### src/rtl/uart_pkg.sv
// Shared types and constants for the UART transmitter.
// Optional parity support is selected with UART_TX_PARITY_EN.
package uart_pkg;

    typedef enum logic [2:0] {
        ST_IDLE   = 3'd0,
        ST_START  = 3'd1,
        ST_DATA   = 3'd2,
`ifdef UART_TX_PARITY_EN
        ST_PARITY = 3'd3,
`endif
        ST_STOP   = 3'd4
    } tx_state_e;

    localparam int         FIFO_DEPTH_DEF = 16;
    localparam logic [3:0] BIT_TICK_LAST  = 4'd15;
    localparam logic [2:0] DATA_BIT_LAST  = 3'd7;

    localparam logic [1:0] THR_SEL_0 = 2'b00;
    localparam logic [1:0] THR_SEL_2 = 2'b01;
    localparam logic [1:0] THR_SEL_4 = 2'b10;
    localparam logic [1:0] THR_SEL_8 = 2'b11;

    function automatic int unsigned thr_level(input logic [1:0] sel);
        int unsigned lvl;
        lvl = 0;
        unique case (sel)
            THR_SEL_0: lvl = 0;
            THR_SEL_2: lvl = 2;
            THR_SEL_4: lvl = 4;
            THR_SEL_8: lvl = 8;
        endcase
        return lvl;
    endfunction

endpackage

### src/rtl/uart_tx_fifo.sv
// Byte FIFO feeding the UART transmitter.
// Pointers carry one extra wrap bit to tell full from empty.
module uart_tx_fifo
    import uart_pkg::*;
#(
    parameter int DEPTH = FIFO_DEPTH_DEF
)
(
    input  logic                     clk,
    input  logic                     resetn,
    input  logic                     i_push,
    input  logic                     i_pop,
    input  logic [7:0]               i_din,
    output logic [7:0]               o_dout,
    output logic                     o_full,
    output logic                     o_empty,
    output logic [$clog2(DEPTH):0]   o_level
);

    localparam int AW = $clog2(DEPTH);

    logic [7:0]  r_mem [DEPTH];
    logic [AW:0] r_wr_ptr;
    logic [AW:0] r_rd_ptr;
    logic        w_do_push;
    logic        w_do_pop;

    assign o_empty   = (r_wr_ptr == r_rd_ptr);
    assign o_full    = (r_wr_ptr[AW] != r_rd_ptr[AW]) &&
                       (r_wr_ptr[AW-1:0] == r_rd_ptr[AW-1:0]);
    assign o_level   = r_wr_ptr - r_rd_ptr;
    assign o_dout    = r_mem[r_rd_ptr[AW-1:0]];
    assign w_do_push = i_push && !o_full;
    assign w_do_pop  = i_pop && !o_empty;

    // Pointer update; full is judged before any same-cycle pop.
    always_ff @(posedge clk or negedge resetn) begin
        if (!resetn) begin
            r_wr_ptr <= '0;
            r_rd_ptr <= '0;
        end else begin
            if (w_do_push) r_wr_ptr <= r_wr_ptr + 1'b1;
            if (w_do_pop)  r_rd_ptr <= r_rd_ptr + 1'b1;
        end
    end

    // Storage write; contents need no reset since pointers gate reads.
    always_ff @(posedge clk) begin
        if (w_do_push) r_mem[r_wr_ptr[AW-1:0]] <= i_din;
    end

endmodule

### src/rtl/uart_transmitter.sv
// UART transmitter: FIFO-buffered 8N1 framing at 16 bclk ticks per bit.
// Define UART_TX_PARITY_EN to add the optional parity bit.
module uart_transmitter
    import uart_pkg::*;
#(
    parameter int FIFO_DEPTH = FIFO_DEPTH_DEF
)
(
    input  logic       clk,
    input  logic       resetn,
    input  logic       bclk,
    input  logic       write_en,
    input  logic [7:0] data_in,
    input  logic       tx_en,
    input  logic       parity_en,
    input  logic       parity_type,
    input  logic [1:0] tx_thr_val,
    output logic       txd,
    output logic       tx_bclk_en,
    output logic       tx_ov,
    output logic       tx_thr,
    output logic       tx_empty
);

    localparam int AW = $clog2(FIFO_DEPTH);

    tx_state_e   r_state;
    tx_state_e   w_state_nxt;
    logic [3:0]  r_tick;
    logic [3:0]  w_tick_nxt;
    logic [2:0]  r_bit;
    logic [2:0]  w_bit_nxt;
    logic [7:0]  r_shift;
    logic [7:0]  w_shift_nxt;
    logic        r_txd;
    logic        w_txd_nxt;
    logic        r_tx_ov;
    logic        r_tx_thr;
    logic        w_pop;
    logic        w_bit_end;
    logic        w_can_start;
    logic [7:0]  w_fifo_dout;
    logic        w_fifo_full;
    logic        w_fifo_empty;
    logic [AW:0] w_fifo_level;

`ifdef UART_TX_PARITY_EN
    logic        r_par_en;
    logic        r_par_bit;
`else
    logic        w_unused_par;
    assign w_unused_par = parity_en ^ parity_type;
`endif

    uart_tx_fifo #(
        .DEPTH (FIFO_DEPTH)
    ) u_fifo (
        .clk     (clk),
        .resetn  (resetn),
        .i_push  (write_en),
        .i_pop   (w_pop),
        .i_din   (data_in),
        .o_dout  (w_fifo_dout),
        .o_full  (w_fifo_full),
        .o_empty (w_fifo_empty),
        .o_level (w_fifo_level)
    );

    assign w_bit_end   = bclk && (r_tick == BIT_TICK_LAST);
    assign w_can_start = tx_en && !w_fifo_empty;

    assign txd        = r_txd;
    assign tx_bclk_en = (r_state != ST_IDLE);
    assign tx_ov      = r_tx_ov;
    assign tx_thr     = r_tx_thr;
    assign tx_empty   = w_fifo_empty && (r_state == ST_IDLE);

    // Next-state, tick/bit counters and shifter; a pop loads a new frame.
    always_comb begin
        w_state_nxt = r_state;
        w_tick_nxt  = r_tick;
        w_bit_nxt   = r_bit;
        w_shift_nxt = r_shift;
        w_pop       = 1'b0;
        if (r_state != ST_IDLE && bclk) w_tick_nxt = r_tick + 4'd1;
        unique case (r_state)
            ST_IDLE: begin
                if (w_can_start) begin
                    w_pop       = 1'b1;
                    w_shift_nxt = w_fifo_dout;
                    w_tick_nxt  = 4'd0;
                    w_state_nxt = ST_START;
                end
            end
            ST_START: begin
                if (w_bit_end) begin
                    w_bit_nxt   = 3'd0;
                    w_state_nxt = ST_DATA;
                end
            end
            ST_DATA: begin
                if (w_bit_end) begin
                    if (r_bit == DATA_BIT_LAST) begin
`ifdef UART_TX_PARITY_EN
                        w_state_nxt = r_par_en ? ST_PARITY : ST_STOP;
`else
                        w_state_nxt = ST_STOP;
`endif
                    end else begin
                        w_bit_nxt   = r_bit + 3'd1;
                        w_shift_nxt = {1'b0, r_shift[7:1]};
                    end
                end
            end
`ifdef UART_TX_PARITY_EN
            ST_PARITY: begin
                if (w_bit_end) w_state_nxt = ST_STOP;
            end
`endif
            ST_STOP: begin
                if (w_bit_end) begin
                    if (w_can_start) begin
                        w_pop       = 1'b1;
                        w_shift_nxt = w_fifo_dout;
                        w_tick_nxt  = 4'd0;
                        w_state_nxt = ST_START;
                    end else begin
                        w_state_nxt = ST_IDLE;
                    end
                end
            end
            default: w_state_nxt = ST_IDLE;
        endcase
    end

    // Line level for the coming cycle, decoded from the next state.
    always_comb begin
        w_txd_nxt = 1'b1;
        unique case (w_state_nxt)
            ST_START:  w_txd_nxt = 1'b0;
            ST_DATA:   w_txd_nxt = w_shift_nxt[0];
`ifdef UART_TX_PARITY_EN
            ST_PARITY: w_txd_nxt = r_par_bit;
`endif
            default:   w_txd_nxt = 1'b1;
        endcase
    end

    // FSM and datapath registers; reset aborts any frame in flight.
    always_ff @(posedge clk or negedge resetn) begin
        if (!resetn) begin
            r_state <= ST_IDLE;
            r_tick  <= 4'd0;
            r_bit   <= 3'd0;
            r_shift <= 8'd0;
            r_txd   <= 1'b1;
        end else begin
            r_state <= w_state_nxt;
            r_tick  <= w_tick_nxt;
            r_bit   <= w_bit_nxt;
            r_shift <= w_shift_nxt;
            r_txd   <= w_txd_nxt;
        end
    end

`ifdef UART_TX_PARITY_EN
    // Parity settings are frozen per frame at the moment of the pop.
    always_ff @(posedge clk or negedge resetn) begin
        if (!resetn) begin
            r_par_en  <= 1'b0;
            r_par_bit <= 1'b0;
        end else if (w_pop) begin
            r_par_en  <= parity_en;
            r_par_bit <= (^w_fifo_dout) ^ parity_type;
        end
    end
`endif

    // Status flags: overflow pulse and registered almost-empty level.
    always_ff @(posedge clk or negedge resetn) begin
        if (!resetn) begin
            r_tx_ov  <= 1'b0;
            r_tx_thr <= 1'b1;
        end else begin
            r_tx_ov  <= write_en && w_fifo_full;
            r_tx_thr <= (32'(w_fifo_level) <= thr_level(tx_thr_val));
        end
    end

endmodule

### config.mk
export PLATFORM = sky130hd
export DESIGN_NAME = uart_transmitter
export DESIGN_NICKNAME = d
export VERILOG_FILES = /design/src/rtl/uart_pkg.sv /design/src/rtl/uart_tx_fifo.sv /design/src/rtl/uart_transmitter.sv
export SDC_FILE = /design/constraint.sdc
export NUM_CORES = 1
export LEC_CHECK = 0
export CAP_MARGIN = 20
export CORE_ASPECT_RATIO = 0.75
export CORE_MARGIN = 4
export CORE_UTILIZATION = 50
export DETAILED_ROUTE_END_ITERATION = 12
export PLACE_DENSITY_LB_ADDON = 0.15
export SYNTH_ARGS = -nofsm -noshare
export SYNTH_HDL_FRONTEND = slang
export SYNTH_SLANG_ARGS = --single-unit
### constraint.sdc
create_clock -name clk -period 7.85 [get_ports clk]
set_clock_uncertainty 0.15 [all_clocks]
set_input_delay 1.57 -clock clk [delete_from_list [all_inputs] [get_ports clk]]
set_output_delay 1.57 -clock clk [all_outputs]
set_load 0.005 [all_outputs]
==> flow_summary.ini, run 1 <==
[status]
status = finished, final reports clean

[setup_path]
cp-start-kind = register
critPathMaxFanout = 16
cp.arrival_ns = 3.27
regToRegSetupSlack_ns = 3.92
crit_path_end_kind = output port
crit_type = register to output port
cp.required_ns = 6.13

[yosys]
synth-compound-area-share_pct = 4.58
syn-instance-count = 397
synth_mux_area_share_pct = 13.9
ys.flop_type = edfxtp_1
async_reset_ff_share_pct = 19.5
synth-seq-cells = 159
synthSimpleGateAreaFrac_pct = 6.81
yosys.area_share.adder_pct = 3.02
yosysUniqueCellTypes = 51
ys_warn_count = 0
yosysTopAreaCellShare_pct = 55.8
synth_top_family_by_area = multiplexers
synth_area_leader_cell = edfxtp_1
syn_nets = 430
synth_xor_area_share_pct = 1.91
synth.cell_area_um2 = 6890
synth_edf_count = 128
synth_commonest_cells = edfxtp_1, dfrtp_1, nand2_1
syn_area_per_cell_um2 = 17.3
synth_area_leaders = edfxtp_1, dfrtp_1, mux4_1, mux4_2, ha_1
yosysMostFrequentCell = edfxtp_1
yosysSeqAreaShare_pct = 67.1

[clock_network]
cts_buffers = 17
cts_buffer_depth = 2
clk_pin_slew_worst_paths_ns = 0.06
post_cts_buffers = 0
hold_buffers = 0
cts_tree = yes
clkLatencyLatePin_ns = 0.41
cts-resized-gates = 0
cts.sinks = 159
cts_root_buffer = clkbuf_16
h-tree-depth = 4

[routing]
antenna_left = 0
viasPerCell = 5.93
routed_wl_um = 13600
num_vias = 3571
first_pass_iters = 4
drcViolationCount = 0
wl_per_cell_um = 22.6
drt-initial-drc-count = 197

[placement]
io_buffer_count = 19
dp_worst_setup_slack_ns = 3.31
dp_cells = 570
place_area_um2 = 7190
place.gp.congestion = 0.741
dp_hpwl_um = 8810

[sta]
relSlewSlack_pct = 32.2
worst_pin_slew_ns = 1.01
finalSetupTns_ns = 0
max_freq_mhz = 200
finalCriticalPeriod_ns = 4.99
finalHoldViolCount = 0
finalSetupViolations = 0
maxSlewViolCount = 0
setup_ws_ns = 2.86
rsz0062_at_grt = false
whs_ns = 0.341
fin_crit_sh_pct = 63.6

[global_routing]
grt_pass1_vias = 3603
grt_usage_pct = 18.7
antenna_found_initial = 0
grt_remaining_overflow = 0
grt_start_max_net_pins = 36
grt_pass1_wl_um = 21300

[cells_and_area]
syn2layout_area_growth_pct = 13.2
stdcell_area_um2 = 7800
fin_util_pct = 58.9
n_antenna_cell = 0
drive_gt1_share_pct = 14.2
final_cells = 602
final_nets = 452

[hold_path]
holdCritPathClass = register to register

[floorplan]
die_w_um = 144
std_cell_rows = 36
io_pins = 22
die_h_um = 110
initial_core_util_pct = 52.0
design.core.area_um2 = 13200
die-area_um2 = 15700

[power]
total_leakage_power_nw = 2.79
peakVddDrop_mv = 0.179
cellPowerDensity_nw_per_um2 = 342
design_power_total_mw = 2.67

[flow_run]
cap_violations = 0
## logic make-up (layout without fill, tap and decap cells)
family                     Yosys count  after routing
muxes                               48             48
AOI/OAI and AO/OA                   41             41
and+or+nand+nor                     88             88
xor gates and xnor gates            15             15
buffers and inverters               30             64
adders and majority gates           16             16
DFF                                159            159
## placed cells by master, fill, tap and decap left out, drive strengths merged, types with 3 or more instances in the layout
cell type      count
inv               10
buf                3
and2               6
bufinv             4
nor2              15
nand2b             6
mux2               3
a2111oi            6
nor4               8
xnor2              9
nand2             25
clkinv             9
dfrtp             29
nand3              6
nand4              5
a21oi              8
mux2i             13
o21ai              7
a2111o             7
xor2               6
clkdlybuf4s50     19
nor3               9
clkbuf            18
mux4              32
edfxtp           128
ha                15
## layout make-up
class,instances,area (µm²)
timing repair buffer,22,216
clock inverter,13,171
sequential,159,4620
tap,171,214
clock buffer,18,429
multi-input combinational,208,2100
fill,1025,5440
inverter,11,41.3
## final timing paths
kind | from | endpoint | depth (start not counted)
max | u_fifo.r_rd_ptr[3] | tx_empty | 5
max in group asynchronous | resetn | txd | 2
min | r_shift[6] | r_shift[6] | 1
min in group asynchronous | resetn | u_fifo.r_wr_ptr[1] | 2
max reg2reg | u_fifo.r_rd_ptr[3] | u_fifo.r_mem[12][2] | 6
min reg2reg | r_shift[6] | r_shift[6] | 1
## power by group
| group | switching (mW) | internal (mW) | total, mW | leakage, nW |
|---|---|---|---|---|
| Clock | 0.314 | 0.526 | 0.840 | 0.299 |
| Combinational | 0.361 | 0.318 | 0.679 | 0.961 |
| Sequential | 0.109 | 1.04 | 1.15 | 1.53 |
## routing by layer
layer	up-vias	wire length [µm]	global-route usage [%]
met1	1856	6800	28.4
met4	0	122	4.84
met5	-	0	0
met3	12	482	4.57
met2	72	6190	27.5
li1	1631	-	-
## sequential cells by signal (all words and copies together), names as in the netlist
| name | count |
|---|---|
| tx_ov | 1 |
| u_fifo.r_rd_ptr | 5 |
| txd | 1 |
| r_state | 3 |
| tx_thr | 1 |
| r_shift | 8 |
| u_fifo.r_mem | 128 |
| u_fifo.r_wr_ptr | 5 |
| r_tick | 4 |
| r_bit | 3 |
## critical path, cell delays in order (launching register included)
cell,delay (ns)
dfrtp_1,0.83
clkinv_1,0.53
ha_1,0.49
nand4_1,0.22
nor3_1,0.24
clkdlybuf4s50_1,0.54
Note: power is estimated with default switching activity, not from simulation.
==> inputs of run 2 (changes only) <==
==> constraint.sdc (replaced) <==
create_clock -name clk -period 4.3 [get_ports clk]
set_clock_uncertainty 0.15 [all_clocks]
set_input_delay 0.86 -clock clk [delete_from_list [all_inputs] [get_ports clk]]
set_output_delay 0.86 -clock clk [all_outputs]
set_load 0.005 [all_outputs]
==> flow_summary.ini, run 2 (synthesis results as in run 1) <==
[clock_network]
cts_buffer_depth = 2
cts-resized-gates = 0
clk_pin_slew_worst_paths_ns = 0.07
hold_buffers = 0
post_cts_buffers = 0
cts.sinks = 159
cts_root_buffer = clkbuf_16
h-tree-depth = 4
cts_tree = yes
clkLatencyLatePin_ns = 0.42
cts_buffers = 17

[cells_and_area]
final_common_cell = edfxtp_1
final_nets = 471
largest_reg_flops = 128
stdcell_area_um2 = 7920
syn2layout_area_growth_pct = 15.1
final_cells = 622
final_cell_mix = edfxtp_1, dfrtp_1, nand2_1
drive_gt1_share_pct = 17.1
n_antenna_cell = 0

[power]
total_leakage_power_nw = 2.87
seq_power_share_pct = 41.4
power.switching_mw = 1.47
switching_share_pct = 30.0
p_comb_share_pct = 27.5
power_frac_clock_pct = 31.1
cellPowerDensity_nw_per_um2 = 620
power.internal_mw = 3.44
peakVddDrop_mv = 0.325

[floorplan]
die_h_um = 110
io_pins = 22
design.core.area_um2 = 13200
std_cell_rows = 36
die_w_um = 144
die-area_um2 = 15700
initial_core_util_pct = 52.0

[sta]
worst_pin_slew_ns = 0.799
finalSetupViolations = 0
fin_crit_sh_pct = 82.0
rsz0062_at_grt = false
max_freq_mhz = 284
finalCriticalPeriod_ns = 3.53
finalSetupTns_ns = 0
finalHoldViolCount = 0
whs_ns = 0.339
relSlewSlack_pct = 46.6
maxSlewViolCount = 0

[hold_path]
hold_depth = 1
holdCritPathClass = register to register

[routing]
num_vias = 3596
antenna_left = 0
wl_per_cell_um = 21.5
viasPerCell = 5.78
wl_met2_um = 6120
first_pass_iters = 4
wl_met3_um = 932
wirelength_met1_um = 6190
top_layer = met4
drt-initial-drc-count = 235
routed_wl_um = 13300
drcViolationCount = 0

[setup_path]
startpoint = u_fifo.r_rd_ptr[3]
reg2reg_from = u_fifo.r_rd_ptr[3]
cpMaxStageDelayCell = clkdlybuf4s50_1
crit_family = buffers and inverters
critPathMaxFanout = 8
cp-start-kind = register
path_cells = clkinv_1 > ha_1 > nand4_1 > nor3_1 > clkdlybuf4s50_1
regToRegSetupSlack_ns = 1.28
crit_end = tx_empty
crit_type = register to output port
r2r_end = u_fifo.r_mem[11][6]
crit_path_end_kind = output port
cp.required_ns = 3.29
crit_cells = 5
cp.arrival_ns = 2.52
critical-path-max-stage-delay_ns = 0.53
path_buf_inv = 2
reg2regPathDepth = 7

[global_routing]
grt_remaining_overflow = 0
grt_start_max_net_pins = 36
antenna_found_initial = 0
grt_usage_pct = 18.6
grt_pass1_wl_um = 21000
grt_pass1_vias = 3652

[status]
status = finished, final reports clean

[placement]
dp_cells = 590
dp_hpwl_um = 8960
place_area_um2 = 7320
place.gp.congestion = 0.742
io_buffer_count = 19

[flow_run]
cap_violations = 0
[run 2: cell types whose count changed in the layout (fill, tap and decap cells not counted), moves of 3 or more]
cell,previous run,this run
buf_4,2,22
clkinv_2,7,1
inv_6,0,5
nor3_1,5,9
nor3_2,4,0
clkinvlp_4,1,4
[run 2: area by class of cell]
class	count	area, µm²
Fill cell	988	5320
Clock inverter	15	181
Multi-Input combinational cell	208	2080
Clock buffer	17	425
Inverter	11	41.3
Sequential cell	159	4620
Tap cell	171	214
Timing Repair Buffer	41	355
[run 2: power groups by stage]
stage / clock network [mW] / logic [mW] / registers [mW]
6_report: 1.53 / 1.35 / 2.03
5_1_grt: 1.64 / 1.49 / 2.06
4_1_cts: 1.56 / 1.37 / 2.03
3_5_place_dp: 0 / 1.37 / 2.07
3_3_place_gp: 0 / 1.33 / 2.05
2_1_floorplan: 0 / 1.06 / 2.01
[run 2: worst min-delay path by stage]
stage	startpoint	to	slack (ns)
floorplan	r_shift[2]	r_shift[2]	0.31
global placement	r_shift[6]	r_shift[6]	0.32
detailed placement	r_shift[3]	r_shift[3]	0.33
CTS	r_shift[3]	r_shift[3]	0.34
global route	r_shift[6]	r_shift[6]	0.37
finish	r_shift[3]	r_shift[3]	0.34
[run 2: metal layers]
metal	GRT usage, %	up-vias
met5	0	-
met4	4.70	0
met3	4.96	8
met2	27.5	87
met1	27.7	1828
li1	-	1673
[run 2: metrics by stage]
| stage | setup WS (ns) | total power [mW] | util (%) |
|---|---|---|---|
| after global placement | 1.07 | 3.38 | 55.3 |
| final | 0.774 | 4.91 | 59.8 |
| after global routing | 0.662 | 5.19 | 59.8 |
| after floorplan | 1.30 | 3.07 | - |
| after detailed placement | 1.05 | 3.43 | 55.3 |
| after CTS | 0.772 | 4.96 | 59.8 |
==> inputs of run 3 (changes only) <==
==> constraint.sdc (replaced) <==
create_clock -name clk -period 2.85 [get_ports clk]
set_clock_uncertainty 0.15 [all_clocks]
set_input_delay 0.57 -clock clk [delete_from_list [all_inputs] [get_ports clk]]
set_output_delay 0.57 -clock clk [all_outputs]
set_load 0.005 [all_outputs]
==> flow_summary.ini, run 3 (synthesis results as in run 1) <==
[status]
status = finished, final reports clean

[sta]
worst_pin_slew_ns = 0.594
finalCriticalPeriod_ns = 2.77
max_freq_mhz = 362
finalSetupTns_ns = 0
maxSlewViolCount = 0
rsz0062_at_grt = false
fin_crit_sh_pct = 97.1
finalHoldViolCount = 0
setup_ws_ns = 0.0838
relSlewSlack_pct = 60.3
finalSetupViolations = 0
whs_ns = 0.337

[placement]
dp_hpwl_um = 9100
place.gp.congestion = 0.771
io_buffer_count = 19
dp_worst_setup_slack_ns = 0.0985
place_area_um2 = 7420

[power]
total_leakage_power_nw = 2.94
power.switching_mw = 2.30
p_comb_share_pct = 30.1
seq_power_share_pct = 40.6
peakVddDrop_mv = 0.531
power_frac_clock_pct = 29.3
cellPowerDensity_nw_per_um2 = 924
power.internal_mw = 5.16
switching_share_pct = 30.8

[setup_path]
critPathMaxFanout = 4
crit_type = register to output port
reg2regPathDepth = 7
reg2reg_from = u_fifo.r_wr_ptr[0]
cp-start-kind = register
crit_path_end_kind = output port
cp.arrival_ns = 2.05
regToRegSetupSlack_ns = 0.30
cp.required_ns = 2.13
r2r_end = u_fifo.r_mem[15][2]

[hold_path]
hold_depth = 1
min_to = r_shift[2]
holdCritPathClass = register to register
hold_start = r_shift[2]

[cells_and_area]
fin_util_pct = 60.9
largest_reg_flops = 128
final_cell_mix = edfxtp_1, buf_4, dfrtp_1
final_nets = 485
syn2layout_area_growth_pct = 17.2
stdcell_area_um2 = 8070
fill_cells = 992
final_common_cell = edfxtp_1
n_antenna_cell = 0
drive_gt1_share_pct = 21.9

[global_routing]
grt_pass1_wl_um = 21100
grt_start_max_net_pins = 36
grt_remaining_overflow = 0
grt_pass1_vias = 3724
antenna_found_initial = 0
grt_usage_pct = 18.5

[routing]
viasPerCell = 5.77
antenna_left = 0
routed_wl_um = 13400
wl_per_cell_um = 21.1
first_pass_iters = 4
drt-initial-drc-count = 264
drcViolationCount = 0
num_vias = 3667

[clock_network]
cts_buffer_depth = 2
h-tree-depth = 4
cts.sinks = 159
clk_pin_slew_worst_paths_ns = 0.06
clkLatencyLatePin_ns = 0.41
cts_root_buffer = clkbuf_16
cts_buffers = 17
hold_buffers = 0
cts_tree = yes

[floorplan]
design.core.area_um2 = 13200
io_pins = 22
die-area_um2 = 15700
std_cell_rows = 36
die_h_um = 110
initial_core_util_pct = 52.0
die_w_um = 144

[flow_run]
cap_violations = 0
run 3: changes by cell type in the layout (fill, tap and decap cells not counted), sizes merged:
cell / delta
inv: +3
buf: +14
clkinvlp: -1
bufinv: -2
run 3: worst max path at each step:
| stage | start | slack (ns) | to |
|---|---|---|---|
| CTS | u_fifo.r_rd_ptr[2] | 0.02 | tx_empty |
| finish | u_fifo.r_wr_ptr[0] | 0.08 | tx_empty |
| global placement | bclk | 0.13 | r_shift[5] |
| global route | u_fifo.r_wr_ptr[0] | 0.005 | tx_empty |
| detailed placement | bclk | 0.1 | r_shift[5] |
| floorplan | u_fifo.r_rd_ptr[1] | 0.06 | u_fifo.r_mem[7][0] |
run 3: worst max-delay path, cell delays in order, from the launching register on:
cell and delay, ns:
dfrtp_1 0.34, inv_1 0.10, ha_1 0.31, nand4_1 0.20, nor3_2 0.15, clkdlybuf4s50_1 0.52
run 3: layout make-up:
cell class	count	area (µm²)	area share [%]
clock buffer	17	425	5.27
clock inverter	15	150	1.86
inverter	11	42.5	0.527
multi-input combinational	208	2140	26.5
sequential	159	4620	57.3
tap	171	214	2.65
timing repair buffer	55	473	5.86
run 3: metal layers:
layer / routed length (µm) / vias up / GRT usage (%)
met3: 691 / 12 / 4.00
met4: 127 / 0 / 5.04
met1: 6380 / 1881 / 27.5
met2: 6240 / 73 / 28.1
met5: 0 / - / 0
li1: - / 1701 / -
run 3: per-stage QoR:
step / cells / power [mW]
global placement: 600 / 5.19
CTS: 634 / 7.48
global route: 636 / 7.85
detailed placement: 600 / 5.25
floorplan: 397 / 4.64
finish: 636 / 7.45
run 3: power by group through the flow:
| stage | Sequential (mW) | Combinational [mW] | Clock (mW) |
|---|---|---|---|
| finish | 3.03 | 2.24 | 2.18 |
| global placement | 3.06 | 2.12 | 0 |
| detailed placement | 3.08 | 2.17 | 0 |
| global route | 3.06 | 2.46 | 2.33 |
| floorplan | 3.03 | 1.61 | 0 |
| CTS | 3.04 | 2.22 | 2.22 |
run 3: what timing repair did:
item,CTS,global route
resized for setup,4,2
buffers inserted,2,2
pin swaps,1,2
endpoints found under the setup margin,1,1
gates cloned,0,0
==> RTL change 1, RTL diff (flow settings as in run 2) <==
Re-encode `tx_state_e` (4 states) as Gray code, 2 bits wide.
--- a/src/rtl/uart_pkg.sv
+++ b/src/rtl/uart_pkg.sv
@@ -3,12 +3,12 @@
 package uart_pkg;
 
-    typedef enum logic [2:0] {
-        ST_IDLE   = 3'd0,
-        ST_START  = 3'd1,
-        ST_DATA   = 3'd2,
+    typedef enum logic [1:0] {
+        ST_IDLE   = 2'b00,
+        ST_START  = 2'b01,
+        ST_DATA   = 2'b11,
 `ifdef UART_TX_PARITY_EN
         ST_PARITY = 3'd3,
 `endif
-        ST_STOP   = 3'd4
+        ST_STOP   = 2'b10
     } tx_state_e;
 
Function: no difference found for any inputs over 10 cycles, from zero or initial values and one cycle with resetn low; not proved beyond that.
==> RTL change 1 against run 2 <==
  * Sequential cell count fell by 1
  * Setup slack improved by 200 ps
  * First-iteration DRC count grew 43%
  * Synthesized area shrank 2.0%
  * Total power grew 7.2%
  * Via count increased by 0.86%
  * Final area is 1.8% lower
  * Non-clock buffer count unchanged
  * Routed wire length decreased by 1.3%
==> RTL change 1: results (changes against run 2) <==
outcome finished clean; Finished Layout Cells 637 (+2.4%); met1 WL 6110 µm (-1.3%); crit path DAT 2310 ps (-210 ps); GPL Wtd Cong 0.814 (+9.7%); Synth top cells by count edfxtp_1 (128), nand2_1 (32), mux4_2 (30); Synthesized Nets 451 (+4.9%); routed wl met2 6050 µm (-1.1%); Peak supply drop 0.387 mV (+19%); FILL cells 989 (+0.10%); register area share after synthesis 0.681 (+0.00985); HPWL Detailed 8580 µm (-4.3%); DRT Pass-1 Iters 6 (+2); DR vias/cell 5.69 (-1.5%); vias in the first global route 3599 (-1.5%); ys async rst share 0.190 (-0.00510); met2 usage 0.269 (-0.00516); Syn Area/Cell 16.3 µm² (-6.0%); leakage power 2.88 nW (+0.10%); pin count of the biggest net entering global routing 38 (+5.6%); met1 usage 0.272 (-0.00527); Final Net Count 491 (+4.2%); placed inst area 7220 µm² (-1.3%); Routed WL 13200 µm (-1.3%); synth top area cells edfxtp_1 (57%), dfrtp_1 (10%), mux4_2 (10%); M3 GR Usage 0.0408 (-0.00879); count of different cell masters after synthesis 43 (-16%)
## RTL change 1: cell count changes after synthesis, moves of 8 or more
cell | before | now
nor2_1 | 14 | 23
mux4_2 | 12 | 30
a22o_1 | 0 | 10
a21o_1 | 2 | 10
mux4_1 | 20 | 0
## RTL change 1: worst paths after layout
kind | end | cells past startpoint | slack, ps | startpoint
setup / recovery | tx_empty | 5 | 980 | u_fifo.r_rd_ptr[2]
min in group asynchronous | tx_ov | 2 | 680 | resetn
max in group asynchronous | txd | 2 | 2990 | resetn
hold / removal | r_bit[1] | 1 | 390 | r_bit[1]
hold reg to reg | r_bit[1] | 1 | 390 | r_bit[1]
setup reg to reg | u_fifo.r_mem[15][2] | 8 | 1550 | u_fifo.r_rd_ptr[2]
## RTL change 1: critical path, stage by stage, from the launching register on
cell and delay [ps]:
dfrtp_1 350, inv_1 160, ha_1 410, nand4_1 220
nor3_1 200, clkdlybuf4s50_1 550
## RTL change 1: power breakdown
part,internal [mW],switching [mW]
registers,1.91,0.140
logic,0.822,0.969
clock network,0.802,0.616
## RTL change 1: cell families after synthesis
| logic type | count (synthesis) | share of synthesized area |
|---|---|---|
| adders and majority gates | 20 | 0.0382 |
| and+or+nand+nor | 93 | 0.0652 |
| muxes | 42 | 0.119 |
| DFF | 158 | 0.681 |
| buffers and inverters | 32 | 0.0209 |
| xor gates and xnor gates | 16 | 0.0208 |
| AOI/OAI and AO/OA | 53 | 0.0552 |
## RTL change 1: area by class of cell
cell class / instances / area (µm²) / area share
flip-flops and latches: 158 / 4600 / 0.591
multi-input cells: 224 / 2010 / 0.259
clock buffers: 17 / 425 / 0.0547
repair buffers: 41 / 355 / 0.0457
well taps: 171 / 214 / 0.0275
clock inverters: 14 / 133 / 0.0170
inverters: 12 / 45.0 / 0.00579
==> RTL change 2, RTL diff (settings of run 2) <==
Without the edit above. `FIFO_DEPTH_DEF`: 16 -> 8.
--- a/src/rtl/uart_pkg.sv
+++ b/src/rtl/uart_pkg.sv
@@ -13,5 +13,5 @@
     } tx_state_e;
 
-    localparam int         FIFO_DEPTH_DEF = 16;
+    localparam int         FIFO_DEPTH_DEF = 8;
     localparam logic [3:0] BIT_TICK_LAST  = 4'd15;
     localparam logic [2:0] DATA_BIT_LAST  = 3'd7;
Behaviour: not the same (Yosys sat finds a counterexample within 10 cycles, from zero or initial values and one cycle with resetn low).
==> RTL change 2 against run 2 <==
  * Routed wire length decreased by 46%
  * Setup slack improved by 39 ps
  * Synthesized area decreased by 41%
  * Core utilization decreased by 2.0 points
  * Largest power group unchanged
  * Final area decreased by 42%
  * Maximum frequency increased by 1.1%
  * Total power decreased by 54%
  * Sequential share of layout area decreased by 0.24 points
  * Sequential cell count decreased by 66
  * Combinational power decreased by 65%
==> RTL change 2: results (changes against run 2) <==
count of different cell masters after synthesis 47 (-7.8%); Power Density 492 nW/µm² (-21%); Final Net Count 319 (-32%); WHS 339 ps (+0.151 ps); number of DRC markers in iteration 0 127 (-46%); met1 usage 0.249 (-0.0279); flop-to-flop setup slack 1200 ps (-80 ps); Syn Inst Count 262 (-34%); GR Util All Layers 0.161 (-0.0244); leakage power 1.65 nW (-43%); R2R Path End u_fifo.r_mem[4][2]; fraction of area in registers 0.581 (-0.00238); Clock Pin Slew Worst Setup and Hold Paths 90 ps (+20 ps); Multi-In Gates 146 (-30%); HPWL Detailed 4850 µm (-46%); synth top area cells edfxtp_1 (47%), dfrtp_1 (17%), mux4_2 (8.9%); H-tree levels 3 (-1); DP Worst Slack 1130 ps (+81.0 ps); end of the worst hold path r_shift[6]; hold_sp r_shift[7]; outcome finished clean; Sw Pwr 0.663 mW (-55%); Final clock-cell share 0.0414 (-0.0352); Max FO, Critical Path 9 (+1); met2 usage 0.234 (-0.0400); crit path DAT 2480 ps (-40 ps); first-pass GRT wire length 11600 µm (-45%); Synth Area in Compound Gates 0.0677 (+0.0219); CLK BUF 9 (-8); pin count of the biggest net entering global routing 30 (-17%); Comb. pwr 0.470 mW (-65%); mux share of post-synthesis cell area 0.111 (-0.0280); XOR/XNOR Fraction of Synth Area 0.0238 (+0.00473); Peak supply drop 0.280 mV (-14%); metal3 WL 380 µm (-59%); Routed WL 7270 µm (-46%); non-clk buf share 0.0499 (+0.00509); area occupied by multi-input gates 1300 µm² (-37%); Post-synth EDFFs 64 (-50%); register area share after synthesis 0.655 (-0.0162); share of cells above drive strength 1 0.159 (-0.0114); GPL Wtd Cong 0.755 (+1.7%)
RTL change 2: changes by cell type after synthesis, sizes merged, moves of 5 or more:
cell	delta
mux4	-16
nor4	-6
nor2	-7
a2111oi	-6
inv	+6
o221ai	+5
and2	-5
nor3	-6
buf	-9
a2111o	-7
edfxtp	-64
RTL change 2: worst max path at each step:
stage	startpoint	to	depth (start not counted)
floorplan	u_fifo.r_rd_ptr[2]	u_fifo.r_mem[0][0]	8
finish	u_fifo.r_rd_ptr[1]	tx_empty	5
global route	u_fifo.r_rd_ptr[1]	tx_empty	5
global placement	u_fifo.r_rd_ptr[1]	tx_empty	5
detailed placement	u_fifo.r_rd_ptr[1]	u_fifo.r_mem[4][1]	6
CTS	u_fifo.r_rd_ptr[1]	tx_empty	5
RTL change 2: cell families after synthesis:
family / count (synthesis)
flops: 93
buf+inv: 23
xor+xnor: 11
simple gates: 61
mux: 25
compound gates: 37
fa+ha+maj: 12
